[config.mk]
export PLATFORM = sky130hd
export DESIGN_NAME = exec_stage_pipe
export DESIGN_NICKNAME = d
export VERILOG_FILES = /design/src/rtl/exec_pkg.sv /design/src/rtl/exec_alu.sv /design/src/rtl/exec_stage_pipe.sv
export SDC_FILE = /design/constraint.sdc
export NUM_CORES = 1
export LEC_CHECK = 0
export ABC_AREA = 0
export ABC_CLOCK_PERIOD_IN_PS = 11150
export BUFFER_PORTS_ARGS = -buffer_cell sky130_fd_sc_hd__buf_4
export CORE_UTILIZATION = 50
export DETAILED_ROUTE_END_ITERATION = 10
export PLACE_DENSITY_LB_ADDON = 0.25
export SYNTH_ARGS = -nofsm -noshare
export SYNTH_HDL_FRONTEND = slang
export SYNTH_HIERARCHICAL = 1
export SYNTH_SLANG_ARGS = --single-unit
[constraint.sdc]
create_clock -name clk -period 11.15 [get_ports clk]
set_input_delay 0.5575 -clock clk [delete_from_list [all_inputs] [get_ports clk]]
set_output_delay 0.5575 -clock clk [all_outputs]
set_load 0.01 [all_outputs]
[src/rtl/exec_pkg.sv]
// Shared encodings for the execute stage: ALU ops, operand selects, FSM states.
package exec_pkg;

  localparam logic [2:0] ALU_ADD   = 3'b000;
  localparam logic [2:0] ALU_SUB   = 3'b001;
  localparam logic [2:0] ALU_AND   = 3'b010;
  localparam logic [2:0] ALU_OR    = 3'b011;
  localparam logic [2:0] ALU_XOR   = 3'b100;
  localparam logic [2:0] ALU_SLL   = 3'b101;
  localparam logic [2:0] ALU_SRL   = 3'b110;
  localparam logic [2:0] ALU_PASSB = 3'b111;

  localparam logic [1:0] SELA_PC4  = 2'b00;
  localparam logic [1:0] SELA_FWD  = 2'b01;
  localparam logic [1:0] SELA_DOA  = 2'b10;
  localparam logic [1:0] SELA_ZERO = 2'b11;

  localparam logic [1:0] SELB_DOB  = 2'b00;
  localparam logic [1:0] SELB_IMM  = 2'b01;
  localparam logic [1:0] SELB_ZERO = 2'b10;
  localparam logic [1:0] SELB_FWD  = 2'b11;

  typedef enum logic {
    S_IDLE,
    S_REDUCE
  } state_t;

endpackage

[src/rtl/exec_alu.sv]
// Combinational WIDTH-bit ALU with zero/negative flags.
// Shift amounts use b[4:0]; carries are dropped.
module exec_alu
  import exec_pkg::*;
#(
  parameter int WIDTH = 32
) (
  input  logic [WIDTH-1:0] a,
  input  logic [WIDTH-1:0] b,
  input  logic [2:0]       ctrl,
  output logic [WIDTH-1:0] y,
  output logic             z,
  output logic             n
);

  always_comb begin
    y = '0;
    unique case (ctrl)
      ALU_ADD:   y = a + b;
      ALU_SUB:   y = a - b;
      ALU_AND:   y = a & b;
      ALU_OR:    y = a | b;
      ALU_XOR:   y = a ^ b;
      ALU_SLL:   y = a << b[4:0];
      ALU_SRL:   y = a >> b[4:0];
      ALU_PASSB: y = b;
      default:   y = '0;
    endcase
  end

  assign z = (y == '0);
  assign n = y[WIDTH-1];

endmodule

[src/rtl/exec_stage_pipe.sv]
// Execute stage: operand muxes, ALU, serial window-max reducer
// and the EX/MEM output register with stall/flush control.
module exec_stage_pipe
  import exec_pkg::*;
#(
  parameter int WIDTH = 32,
  parameter int PIX_W = 8,
  parameter int NPIX  = 5,
  parameter int REG_W = 4
) (
  input  logic                  clk,
  input  logic                  rst,
  input  logic                  in_valid,
  output logic                  in_ready,
  input  logic                  stall,
  input  logic                  flush,
  input  logic                  sel_res,
  input  logic [2:0]            alu_ctrl,
  input  logic [1:0]            sel_op_a,
  input  logic [1:0]            sel_op_b,
  input  logic [WIDTH-1:0]      pc_plus4,
  input  logic [WIDTH-1:0]      do_a,
  input  logic [WIDTH-1:0]      do_b,
  input  logic [WIDTH-1:0]      imm,
  input  logic [WIDTH-1:0]      fwd,
  input  logic [NPIX*PIX_W-1:0] window,
  input  logic [REG_W-1:0]      rg_in,
  output logic                  out_valid,
  output logic [REG_W-1:0]      rg_out,
  output logic [7:0]            dob_byte,
  output logic [WIDTH-1:0]      result,
  output logic                  n,
  output logic                  z
);

  localparam int CW = $clog2(NPIX);
  localparam logic [CW-1:0] LAST = CW'(NPIX - 1);

  state_t                  state_q, state_d;
  logic [CW-1:0]           count_q, count_d;
  logic [PIX_W-1:0]        max_q, max_d, max_new;
  logic [NPIX*PIX_W-1:0]   win_q;
  logic [REG_W-1:0]        rg_q;
  logic [7:0]              byte_q;
  logic [PIX_W-1:0]        pix [NPIX];
  logic [WIDTH-1:0]        op_a, op_b, alu_y;
  logic                    alu_z, alu_n;
  logic                    accept, alu_go, win_go, final_cmp, done;

  assign in_ready  = !stall && (state_q == S_IDLE);
  assign accept    = in_valid && in_ready;
  assign alu_go    = accept && !sel_res;
  assign win_go    = accept && sel_res;
  assign final_cmp = (state_q == S_REDUCE) && (count_q == LAST);
  assign done      = final_cmp && !stall;

  always_comb begin
    op_a = '0;
    unique case (sel_op_a)
      SELA_PC4:  op_a = pc_plus4;
      SELA_FWD:  op_a = fwd;
      SELA_DOA:  op_a = do_a;
      SELA_ZERO: op_a = '0;
      default:   op_a = '0;
    endcase
  end

  always_comb begin
    op_b = '0;
    unique case (sel_op_b)
      SELB_DOB:  op_b = do_b;
      SELB_IMM:  op_b = imm;
      SELB_ZERO: op_b = '0;
      SELB_FWD:  op_b = fwd;
      default:   op_b = '0;
    endcase
  end

  exec_alu #(.WIDTH(WIDTH)) u_alu (
    .a    (op_a),
    .b    (op_b),
    .ctrl (alu_ctrl),
    .y    (alu_y),
    .z    (alu_z),
    .n    (alu_n)
  );

  // Pixel 0 sits in the top slice of the window.
  always_comb begin
    for (int i = 0; i < NPIX; i++)
      pix[i] = win_q[(NPIX-1-i)*PIX_W +: PIX_W];
  end

  // Strict compare so ties keep the earlier pixel.
  assign max_new = (pix[count_q] > max_q) ? pix[count_q] : max_q;

  always_comb begin
    state_d = state_q;
    count_d = count_q;
    max_d   = max_q;
    unique case (state_q)
      S_IDLE: begin
        if (win_go) begin
          state_d = S_REDUCE;
          count_d = CW'(1);
          max_d   = window[NPIX*PIX_W-1 -: PIX_W];
        end
      end
      S_REDUCE: begin
        if (!final_cmp) begin
          max_d   = max_new;
          count_d = count_q + CW'(1);
        end else if (!stall) begin
          state_d = S_IDLE;
          count_d = '0;
        end
      end
      default: state_d = S_IDLE;
    endcase
    if (flush) begin
      state_d = S_IDLE;
      count_d = '0;
    end
  end

  always_ff @(posedge clk) begin
    if (rst) begin
      state_q <= S_IDLE;
      count_q <= '0;
      max_q   <= '0;
      win_q   <= '0;
      rg_q    <= '0;
      byte_q  <= '0;
    end else begin
      state_q <= state_d;
      count_q <= count_d;
      max_q   <= max_d;
      if (win_go) begin
        win_q  <= window;
        rg_q   <= rg_in;
        byte_q <= op_b[7:0];
      end
    end
  end

  always_ff @(posedge clk) begin
    if (rst) begin
      out_valid <= 1'b0;
      rg_out    <= '0;
      dob_byte  <= '0;
      result    <= '0;
      n         <= 1'b0;
      z         <= 1'b0;
    end else if (flush) begin
      out_valid <= 1'b0;
    end else if (!stall) begin
      if (alu_go) begin
        out_valid <= 1'b1;
        result    <= alu_y;
        n         <= alu_n;
        z         <= alu_z;
        rg_out    <= rg_in;
        dob_byte  <= op_b[7:0];
      end else if (done) begin
        out_valid <= 1'b1;
        result    <= WIDTH'(max_new);
        n         <= 1'b0;
        z         <= (max_new == '0);
        rg_out    <= rg_q;
        dob_byte  <= byte_q;
      end else begin
        out_valid <= 1'b0;
      end
    end
  end

endmodule

==> metrics <==
core area=0.0280 mm2; share of cells above drive strength 1=19.2%; Pleak=0.00706 uW; Layout area overhead=17.8%; met2 usage=68.5%; CTS tree=yes; Mapped Area=0.0144 mm2; Tot GR Track Use=44.6%; crit end category=register; Final HPWL DP=50.5 mm; clk root buf=clkbuf_16; final hold violation count=0; post-CTS setup buffer count=0; top-area cell type share of the netlist area=15.4%; setup TNS=0 ns; Worst Skew=0.0203 ns; WS Path Type=input port to register; family with the most delay on the worst path=compound AO/OA/AOI/OAI gates; IO buf count=264; Worst EP required=11.41 ns; final WL=66.9 mm; antenna cell count=0; max-cap violation count=0; number of global-route vias before repair=16100; Max VDD drop=70.4 uV; post-synthesis sequential area ratio=15.4%; Max Slew Vio Count=0; hold slack=0.417 ns; pre-CTS WS=3.46 ns; DRC viols=0; vias per cell=6.76; # hold bufs at CTS=0; DIE WIDTH=172 um; busiest layer in global routing=met2; starting density of the core=51.4%; Unique masters post-synth=85; crit path buf inv count=4; Die Span Y=172 um; Most used DFF post-synth=dfxtp_1; IO Count=265; setup ws final=3.56 ns; Sink Count=111; clock buffer count from CTS=9; largest net degree at the start of global routing=69; GRT Residual Overflow=0; Final Setup Violations=0; f_max=0.132 GHz; Worst Path Max Fanout=46; layout net count=2506; slowest stage delay, CP=0.79 ns; PwrDens=102 mW/mm2; H-tree Lvls=3; RD Place Congestion=1.07; Iter 0 DRT Violations=2028; shortest period the worst path allows=7.59 ns; RSZ-0062 raised after global routing=no; Hold Path Class=input port to register; FP Rows=61; M3 GR Usage=12.9%; area leader, netlist=dfxtp_1; Setup crit start kind=input port; Max-slew headroom=16.5%; fillers=2620; Storage cell area=0.00222 mm2; worst-margin pin slew=1.25 ns; Post-CTS Resized=0; 1st-pass router iterations=6; run status=finished clean; DRT antenna net count=0; Wirelength per Cell=26.1 um; Worst-path clk slew=0.10 ns; period utilization=68.1%; initial antenna violation count=2; syn_area_per_cell=7.18 um2; Worst EP arrival=7.86 ns; worst-skew pair later-pin latency=0.38 ns; count leader, synth=nand2_1; slowest cell on the critical path=clkinv_2; DR vias=17300; first-pass GRT wire length=97.9 mm; Bufs on Longest Clock Path=2; die area=0.0295 mm2; net count after synthesis=2328; Synth area leaders=dfxtp_1, mux2i_1, ha_1, nand2_1, a21oi_1; Yosys reg bits=111; ys async rst share=0%; Post-synth EDFFs=0; grt met1 use=53.7%; Synth top cells by count=nand2_1, a21oi_1, nor2_1; Synth Instances=2003; Ys Warns=6; Total Power=1730 uW; area taken by multi-input logic gates=0.0112 mm2
## per-layer routing
layer	part of all wire (%)	vias to the layer above
li1	-	7693
met1	38	8116
met2	43	1231
met3	12	284
met4	7.4	2
met5	0.015	-
## state kept, by name (all words and copies together), names as in the netlist
| register | count |
|---|---|
| rg_out | 4 |
| n | 1 |
| z | 1 |
| rg_q | 4 |
| pix | 40 |
| result | 32 |
| out_valid | 1 |
| byte_q | 8 |
| max_q | 8 |
| state_q | 1 |
| count_q | 3 |
| dob_byte | 8 |
## cells by family (layout without fill, tap and decap cells)
logic type | after synthesis | after routing | synth area share, %
DFF | 111 | 111 | 15.4
muxes | 194 | 194 | 15.8
AOI/OAI and AO/OA | 644 | 644 | 29.0
buffers and inverters | 251 | 434 | 7.21
adders and majority gates | 108 | 108 | 9.44
and+or+nand+nor | 646 | 646 | 20.1
xor gates and xnor gates | 49 | 49 | 2.98
## path summary, 6_finish.rpt
| kind | start | end | slack, ns | cells after the start |
|---|---|---|---|---|
| max | sel_op_b[0] | z$_SDFFE_PP0P_ | 3.56 | 27 |
| min | window[15] | pix[15]$_SDFFE_PP0P_ | 0.42 | 3 |
| max reg2reg | count_q[1]$_SDFFE_PP0P_ | result[5]$_SDFFE_PP0P_ | 6.59 | 10 |
| min reg2reg | result[9]$_SDFFE_PP0P_ | result[9]$_SDFFE_PP0P_ | 0.46 | 2 |
## worst min-delay path, delay by kind of cell
kind	cells	cell delay [ns]
AO/OA/AOI/OAI	1	0.05
AND/OR/NAND/NOR	1	0.04
buffers and inverters	1	0.11
## per-stage QoR
stage / std cells / cell area (um2) / utilization, %
6_report: 2564 / 17000 / 60.5
4_1_cts: 2564 / 17000 / 60.5
3_3_place_gp: 2548 / 16600 / 59.4
5_1_grt: 2564 / 17000 / 60.5
2_1_floorplan: 2003 / 14400 / -
3_5_place_dp: 2548 / 16600 / 59.4
## placed cells by master (no fill, tap or decap), types with 18 or more instances in the layout
| cell type | synthesis | routed |
|---|---|---|
| a211oi_1 | 55 | 55 |
| a21o_1 | 19 | 19 |
| a21oi_1 | 197 | 197 |
| a221oi_1 | 21 | 21 |
| a22oi_1 | 23 | 23 |
| a31oi_1 | 18 | 18 |
| buf_4 | 3 | 324 |
| dfxtp_1 | 111 | 111 |
| ha_1 | 107 | 107 |
| inv_1 | 88 | 87 |
| mux2_2 | 19 | 19 |
| mux2i_1 | 141 | 141 |
| mux4_2 | 22 | 22 |
| nand2_1 | 305 | 305 |
| nand2b_1 | 23 | 23 |
| nand3_1 | 55 | 55 |
| nor2_1 | 145 | 143 |
| o211ai_1 | 23 | 23 |
| o21ai_0 | 128 | 106 |
| o21ai_1 | 8 | 30 |
| o22ai_1 | 30 | 30 |
| xnor2_1 | 42 | 42 |
## power by group
group	total, uW	switching, uW	internal [uW]
Sequential	413	6.45	406
Clock	357	191	166
Combinational	962	617	345
Total	1730	815	917
## area by class of cell
cell class | instances | area share (%)
timing repair buffer | 324 | 14.3
sequential | 111 | 13.1
clock buffer | 9 | 1.33
multi-input combinational | 1641 | 65.8
tap | 378 | 2.79
clock inverter | 7 | 0.553
inverter | 94 | 2.09
(Power assumes the default switching activity.)
